--- config.mk ---
export PLATFORM = sky130hd
export DESIGN_NAME = dot_product_stream
export DESIGN_NICKNAME = d
export VERILOG_FILES = /design/src/rtl/dot_product_stream.sv
export SDC_FILE = /design/constraint.sdc
export NUM_CORES = 1
export LEC_CHECK = 0
export BUFFER_PORTS_ARGS = -buffer_cell sky130_fd_sc_hd__buf_2
export CORE_MARGIN = 2
export CORE_UTILIZATION = 30
export DETAILED_ROUTE_END_ITERATION = 12
export SYNTH_ARGS = -nofsm -noshare
export SYNTH_HDL_FRONTEND = slang
export SYNTH_SLANG_ARGS = --single-unit
export TNS_END_PERCENT = 30
--- constraint.sdc ---
create_clock -name clk -period 8.6 [get_ports clk]
set_clock_uncertainty 0.2 [all_clocks]
set_input_delay 2.58 -clock clk [delete_from_list [all_inputs] [get_ports clk]]
set_output_delay 2.58 -clock clk [all_outputs]
set_load 0.01 [all_outputs]
--- src/rtl/dot_product_stream.sv ---
// dot_product_stream
//   Streaming two-stage dot-product engine. Each accepted beat carries N
//   operand pairs; BEATS beats form one vector, and one result per vector is
//   presented on a valid/ready output.
//
//   Stage 1 registers the N lane products plus first/last flags.
//   Stage 2 reduces the lanes, accumulates, and loads the result on the
//   last beat of a vector.
//
//   Ports
//     clk, rst_n     rising-edge clock, asynchronous active-low reset
//     flush          synchronous abort of the partial vector
//     in_valid/ready beat handshake; inp1/inp2 lane i at [(i+1)*DW-1:i*DW]
//     out_valid/ready result handshake; outp is the result (OW bits)
//     beat_idx       beats accepted so far in the current vector
//     sat_flag       only with DOT_PRODUCT_STREAM_SAT_EN: result was clamped
//
//   Build option: define DOT_PRODUCT_STREAM_SAT_EN to saturate the AW->OW
//   reduction instead of keeping the low OW bits.

module dps_lane #(
    parameter int DW     = 8,
    parameter int SIGNED = 0
) (
    input  logic            clk,
    input  logic            rst_n,
    input  logic            en,
    input  logic [DW-1:0]   a,
    input  logic [DW-1:0]   b,
    output logic [2*DW-1:0] prod
);
    logic [2*DW-1:0] p;

    // Operands are extended to 2*DW first so the low 2*DW bits of the
    // product are exact for both signed and unsigned operands.
    generate
        if (SIGNED != 0) begin : g_s
            assign p = $signed({{DW{a[DW-1]}}, a}) * $signed({{DW{b[DW-1]}}, b});
        end else begin : g_u
            assign p = {{DW{1'b0}}, a} * {{DW{1'b0}}, b};
        end
    endgenerate

    always_ff @(posedge clk or negedge rst_n) begin
        if (!rst_n)  prod <= '0;
        else if (en) prod <= p;
    end
endmodule

module dot_product_stream #(
    parameter int N      = 4,
    parameter int DW     = 8,
    parameter int BEATS  = 4,
    parameter int SIGNED = 0,
    parameter int AW     = 2*DW + $clog2(N*BEATS),
    parameter int OW     = AW
) (
    input  logic                        clk,
    input  logic                        rst_n,
    input  logic                        flush,
    input  logic                        in_valid,
    output logic                        in_ready,
    input  logic [DW*N-1:0]             inp1,
    input  logic [DW*N-1:0]             inp2,
    output logic                        out_valid,
    input  logic                        out_ready,
    output logic [OW-1:0]               outp,
    output logic [$clog2(BEATS):0]      beat_idx
`ifdef DOT_PRODUCT_STREAM_SAT_EN
    ,
    output logic                        sat_flag
`endif
);
    localparam int BW = $clog2(BEATS) + 1;

    typedef struct packed {
        logic vld;
        logic first;
        logic last;
    } p1_t;

    p1_t                     p1;
    logic [N-1:0][2*DW-1:0]  prod;
    logic [AW-1:0]           lane_sum;
    logic [AW-1:0]           acc;
    logic [AW-1:0]           acc_nxt;
    logic [OW-1:0]           red;
    logic                    stall;
    logic                    fire;
    logic                    adv;
    logic                    load;
    logic                    last_beat;

    // Only a last beat can block: it needs the output register to be free.
    assign stall     = p1.vld && p1.last && out_valid && !out_ready;
    assign in_ready  = !stall && !flush;
    assign fire      = in_valid && in_ready;
    assign adv       = p1.vld && !stall && !flush;
    assign load      = adv && p1.last;
    assign last_beat = (beat_idx == BW'(BEATS - 1));

    // ---- stage 1: lane products ----
    genvar gi;
    generate
        for (gi = 0; gi < N; gi++) begin : g_lane
            dps_lane #(.DW(DW), .SIGNED(SIGNED)) u_lane (
                .clk   (clk),
                .rst_n (rst_n),
                .en    (fire),
                .a     (inp1[gi*DW +: DW]),
                .b     (inp2[gi*DW +: DW]),
                .prod  (prod[gi])
            );
        end
    endgenerate

    always_ff @(posedge clk or negedge rst_n) begin
        if (!rst_n) begin
            p1       <= '0;
            beat_idx <= '0;
        end else if (flush) begin
            p1.vld   <= 1'b0;
            beat_idx <= '0;
        end else if (!stall) begin
            p1.vld <= in_valid;
            if (in_valid) begin
                p1.first <= (beat_idx == '0);
                p1.last  <= last_beat;
                beat_idx <= last_beat ? '0 : beat_idx + 1'b1;
            end
        end
    end

    // ---- stage 2: reduce and accumulate ----
    always_comb begin
        lane_sum = '0;
        for (int i = 0; i < N; i++) begin
            if (SIGNED != 0) lane_sum = lane_sum + AW'($signed(prod[i]));
            else             lane_sum = lane_sum + AW'(prod[i]);
        end
    end

    assign acc_nxt = (p1.first ? '0 : acc) + lane_sum;

`ifdef DOT_PRODUCT_STREAM_SAT_EN
    logic sat;
    generate
        if (OW < AW) begin : g_sat
            logic fits;
            if (SIGNED != 0) begin : g_s
                // Fits when every bit from OW-1 upward matches the sign bit.
                assign fits = (acc_nxt[AW-1:OW-1] == {(AW-OW+1){acc_nxt[AW-1]}});
                assign red  = fits ? acc_nxt[OW-1:0]
                            : (acc_nxt[AW-1] ? (OW'(1) << (OW-1))
                                             : ~(OW'(1) << (OW-1)));
            end else begin : g_u
                assign fits = ~|acc_nxt[AW-1:OW];
                assign red  = fits ? acc_nxt[OW-1:0] : '1;
            end
            assign sat = ~fits;
        end else begin : g_nosat
            assign red = acc_nxt[OW-1:0];
            assign sat = 1'b0;
        end
    endgenerate

    always_ff @(posedge clk or negedge rst_n) begin
        if (!rst_n)    sat_flag <= 1'b0;
        else if (load) sat_flag <= sat;
    end
`else
    assign red = acc_nxt[OW-1:0];
`endif

    always_ff @(posedge clk or negedge rst_n) begin
        if (!rst_n) begin
            acc       <= '0;
            out_valid <= 1'b0;
            outp      <= '0;
        end else begin
            if (flush)    acc <= '0;
            else if (adv) acc <= acc_nxt;

            // A new result takes priority so back-to-back vectors keep
            // out_valid high across the handoff.
            if (load) begin
                out_valid <= 1'b1;
                outp      <= red;
            end else if (out_ready) begin
                out_valid <= 1'b0;
            end
        end
    end
endmodule

### After elaboration in Yosys (flattened, before gate mapping)

Index checks and enable logic that the tools add are counted.

| cells by class | value |
|---|---|
| $add $sub $neg | 5 |
| $mul | 4 |
| eq/ne operators | 2 |
| multiplexer cells | 12 |
| bitwise logic cells | 2 |
| reduce and logical (&&, ||, !) cells | 17 |

Operators by type and width:

| operator | count |
|---|---|
| $mul A8 B8 Y16 | 4 |
| $mux W20 | 3 |
| $add A20 B19 Y20 | 1 |
| $add A18 B16 Y19 | 1 |
| $add A17 B16 Y18 | 1 |
| $add A16 B16 Y17 | 1 |
| $mux W3 | 5 |
| $logic_and A1 B1 Y1 | 8 |
| $reduce_bool A2 Y1 | 3 |
| $add A3 B1 Y3 const B | 1 |
| $eq A3 B2 Y1 const B | 1 |
| $logic_not A1 Y1 | 3 |
| $logic_not A3 Y1 | 1 |
| $mux W1 | 3 |
| $reduce_and A3 Y1 | 1 |
| $mux W2 | 1 |
| $ne A2 B2 Y1 const B | 1 |
| $not A1 Y1 | 2 |
| $reduce_and A2 Y1 | 1 |

| word-level totals | value |
|---|---|
| register bits after elaboration | 111 |
| input bits | 69 |
| output and inout port bits | 25 |
| word-level logic and storage cells | 53 |

### Logic depth before layout (Yosys ltp)

| logic depth | value |
|---|---|
| depth after elaboration | 8 |
| gate-level depth with buffers | 17 |
| gate-level depth less buffers | 16 |

### By module

A second synthesis with hierarchy kept.

| second synthesis, totals | value |
|---|---|
| cell total of the unflattened synthesis | 1676 |
| area total of the unflattened synthesis | 15406.0 sq um |

By module, submodules not included:

| module | instances | cells an instance | area each (sq um) | sequential area each (sq um) |
|---|---|---|---|---|
| dot_product_stream | 1 | 547 | 4631.9 | 1176.1 |
| dps_lane at g_lane[0].u_lane | 1 | 288 | 2707.6 | 400.4 |
| dps_lane at g_lane[3].u_lane | 1 | 281 | 2692.6 | 400.4 |
| dps_lane at g_lane[2].u_lane | 1 | 281 | 2688.8 | 400.4 |
| dps_lane at g_lane[1].u_lane | 1 | 279 | 2685.1 | 400.4 |

### Worst setup path after synthesis

No wires, ideal clock.

| timing path | value |
|---|---|
| kind | in2reg |
| start | input port inp1[5] |
| end | register g_lane[0].u_lane.prod[15] |
| setup time | 87 ps |
| data arrival time | 6294 ps |
| data required time | 8313 ps |
| setup slack | 2020 ps |
| stages on the path | 16 |
| path buffers | 0 |
| cells stage by stage | and2_1 > fa_1 > inv_1 > fa_1 > inv_1 > fa_1 > inv_1 > fa_1 > inv_1 > ha_1 > o21a_1 > o31a_1 > o41ai_2 > o21ai_1 > a2111o_1 > o211ai_1 |

| between the ends | value |
|---|---|
| word-level cells in the longest chain between the ends | 1 |

Ends and longest elaborated chain:

| item | RTL line | source |
|---|---|---|
| start: declaration | 63 | `input logic [DW*N-1:0] inp1,` |
| $mul A8 B8 Y16 | 40 | `assign p = {{DW{1'b0}}, a} * {{DW{1'b0}}, b};` |
| end signal: assignment | 46 | `else if (en) prod <= p;` |
| end: declaration | 30 | `output logic [2*DW-1:0] prod` |

No other way between the ends.
A chain may end at the register's enable or synchronous reset.

### Final worst setup path

| timing path | value |
|---|---|
| start | input port inp1[5] |
| end | register g_lane[0].u_lane.prod[12] |

Same word-level chain as after synthesis.

==> run_results.csv <==
group,metric,value,unit
synthesis,synth.distinct_cells,63,
clock_network,postCtsSetupRepairBufs,0,
global_routing,grt_pass1_vias,11400,
synthesis,synth-compound-area-share,9.90,%
worst_setup_path,r2r_end,"outp[15]$_DFFE_PN0P_",
synthesis,synth_edf_count,0,
power,p_clk_share,7.3,%
route,postRouteAntennaNets,0,
worst_setup_path,rrSetupSlack,3.73,ns
worst_setup_path,crit_fanout,8,
job,max_cap_violations,0,
power,seqPwrFrac,13.5,%
route,vias,10900,
sta,setup_viol,0,
power,ir_worst_vdd,0.371,mV
power,p_leak,8.43,nW
floorplanning,core-area,48700,um^2
worst_setup_path,setup.worst_path.start_class,"input port",
worst_setup_path,required,8.61,ns
worst_setup_path,end_kind,"flip-flop",
clock_network,ctsHoldBuffers,0,
clock_network,cts.repair.resized,0,
clock_network,cts_tree,"done",
power,power_density,362,nW/um^2
sta,finalCriticalPeriod,6.67,ns
power,p_switching,3.10,mW
sta,final_max_slew_viol_count,0,
floorplanning,die_area,51000,um^2
synthesis,synth.area.mux_share,0.839,%
synthesis,ys_ff_latch,111,
clock_network,clk_latency,0.36,ns
clock_network,clk_pin_slew,0.07,ns
clock_network,numCtsBuffers,9,
power,switching_share,52.6,%
synthesis,synth_warnings,0,
synthesis,async_flop_share,100,%
route,routed_wl,33.4,mm
global_routing,gr-total-overflow,0,
min_path,hold_path_class,"reg2reg",
worst_setup_path,worstSetupStartpoint,"inp1[5]",
synthesis,synth_simple_gate_area_share,17.8,%
power,p_int,2.80,mW
synthesis,synth_fp_nets,2065,
worst_setup_path,critical_path_class,"in2reg",
worst_setup_path,crit_path_end,"g_lane[0].u_lane.prod[12]$_DFFE_PN0P_",
route,dr.first_iter.drc_count,422,
route,route.met3.wl,906,um
synthesis,synthXorXnorAreaFrac,2.97,%
synthesis,synth_top_area_share,25.9,%
floorplanning,start_util,30.3,%
floorplanning,io_pins,94,
finish,drive_gt1_share,7.73,%
floorplanning,die_y,226,um
synthesis,syn_area,14800,um^2
finish,fin_area,16300,um^2
sta,rsz0062_at_grt,"no",
synthesis,synth_area_leaders,"fa_1, dfrtp_1, ha_1, inv_1, and2_1",
power,power.share.combinational,79.2,%
finish,fillers,5065,
clock_network,cts-root-buf,"clkbuf_16",
power,power,5.91,mW
sta,slew_headroom,36.5,%
global_routing,antenna_found_initial,1,
route,route.met2.wl,16.3,mm
worst_setup_path,rr_worst_depth,14,
placement,placed_cell_area,16000,um^2
synthesis,synth_ff_type,"dfrtp_1",
floorplanning,rows,81,
global_routing,grt_start_max_net_pins,83,
sta,worstMarginPinSlew,0.952,ns
route,dr.pass1.iters,4,
route,met1Wirelength,15.6,mm
route,topRoutingLayerUsed,"met4",
worst_setup_path,arrival,6.68,ns
clock_network,htreeDepth,3,
finish,nNetsFinal,2145,
synthesis,synth.most_common_cell,"inv_1",
synthesis,ys_seq_area_share,18.8,%
route,drc_errors,0,
placement,dp_hpwl,28.0,mm
global_routing,grt_pass1_wl,57.3,mm
sta,final_hold_viol_count,0,
synthesis,synth_top_family_by_area,"adder cells",
global_routing,grt.total_usage,13.9,%
synthesis,synth_top_cell_by_area,"fa_1",
min_path,hold_start,"outp[2]$_DFFE_PN0P_",
clock_network,clock-sinks,111,
synthesis,synth_commonest_cells,"inv_1, and2_1, fa_1",
run_status,run_status,"finished clean",
sta,max_freq,0.150,GHz
synthesis,synth_fa_ha_area_share,40.2,%
synthesis,syn_avg_cell_area,9.03,um^2
sta,whs,0.273,ns
clock_network,cts_buffer_depth,2,
sta,period_share,77.6,%
synthesis,syn-instance-count,1636,
worst_setup_path,timing.rr.start,"p1[1]$_DFFE_PN0P_",
sta,fin_setup_tns,0,ns
route,wl_per_cell,14.0,um
floorplanning,dieWidth,226,um
placement,io_buffer_count,93,
finish,syn_to_final_growth,10.4,%
route,viasPerCell,4.55,
placement,routabilityCongestion,0.830,
==> per-layer routing <==
metal	GRT usage, %	vias to the layer above
met5	0	-
met4	3.40	0
met3	1.47	37
met2	23.9	137
met1	18.7	5368
li1	-	5312
==> worst min-delay path by stage <==
stage / endpoint / slack (ns) / cells after the start
6_report: outp[2]$_DFFE_PN0P_ / 0.27 / 2
5_1_grt: outp[7]$_DFFE_PN0P_ / 0.30 / 2
4_1_cts: outp[9]$_DFFE_PN0P_ / 0.28 / 2
3_5_place_dp: outp[9]$_DFFE_PN0P_ / 0.26 / 2
3_3_place_gp: outp[1]$_DFFE_PN0P_ / 0.25 / 2
2_1_floorplan: acc[18]$_DFFE_PN0P_ / 0.24 / 2
==> cell type report <==
class | count | area [um^2] | area share [%]
multi-input combinational | 1155 | 10600 | 65.1
timing repair buffer | 98 | 505 | 3.10
sequential | 111 | 2780 | 17.0
antenna | 1 | 2.50 | 0.0154
clock inverter | 4 | 52.6 | 0.322
clock buffer | 12 | 246 | 1.51
inverter | 341 | 1280 | 7.85
tap | 664 | 831 | 5.10
==> power by group through the flow <==
| stage | clock (mW) | combinational (mW) | sequential, mW |
|---|---|---|---|
| 6_report | 0.430 | 4.68 | 0.799 |
| 5_1_grt | 0.463 | 5.35 | 0.821 |
| 4_1_cts | 0.442 | 4.70 | 0.802 |
| 3_5_place_dp | 0 | 4.67 | 0.810 |
| 3_3_place_gp | 0 | 4.58 | 0.806 |
| 2_1_floorplan | 0 | 3.55 | 0.786 |
==> stage by stage <==
stage	setup WS [ns]	utilization [%]	std cells
3_3_place_gp	1.65	32.8	2369
2_1_floorplan	2.02	-	1636
3_5_place_dp	1.55	32.8	2369
4_1_cts	1.95	33.4	2385
6_report	1.93	33.4	2386
5_1_grt	1.57	33.4	2386
==> layout by cell type (no fill, tap or decap), types with 26 or more instances in the layout <==
cell type	synthesis	routed
nand3_1	28	28
fa_1	191	191
nor2_1	32	32
buf_2	4	92
a21oi_1	38	38
and2_1	198	199
xnor2_1	30	30
ha_1	169	169
nand2b_1	26	26
nand2_1	174	173
inv_1	341	341
o21ai_0	90	90
dfrtp_1	111	111
==> worst max-delay path, stage by stage <==
cell and delay (ns):
buf_2 0.14, and2_1 0.18, fa_1 0.53, inv_1 0.06, fa_1 0.53, inv_1 0.05, fa_1 0.48, inv_1 0.05
fa_1 0.47, inv_1 0.05, ha_1 0.33, nand3_1 0.10, o211ai_1 0.14, o41ai_1 0.53, o21ai_0 0.22, xnor2_1 0.17
o21ai_0 0.09
==> registers in the layout, summed over array words and instances, names as in the netlist <==
signal and cells:
acc 20, beat_idx 3, g_lane.u_lane.prod 64, out_valid 1, outp 20, p1 3
==> kinds of logic after synthesis <==
| logic type | after synthesis |
|---|---|
| fa+ha+maj | 360 |
| flops | 111 |
| compound gates | 226 |
| mux | 11 |
| buf+inv | 370 |
| simple gates | 508 |
| xor+xnor | 50 |
(Power assumes the default switching activity.)
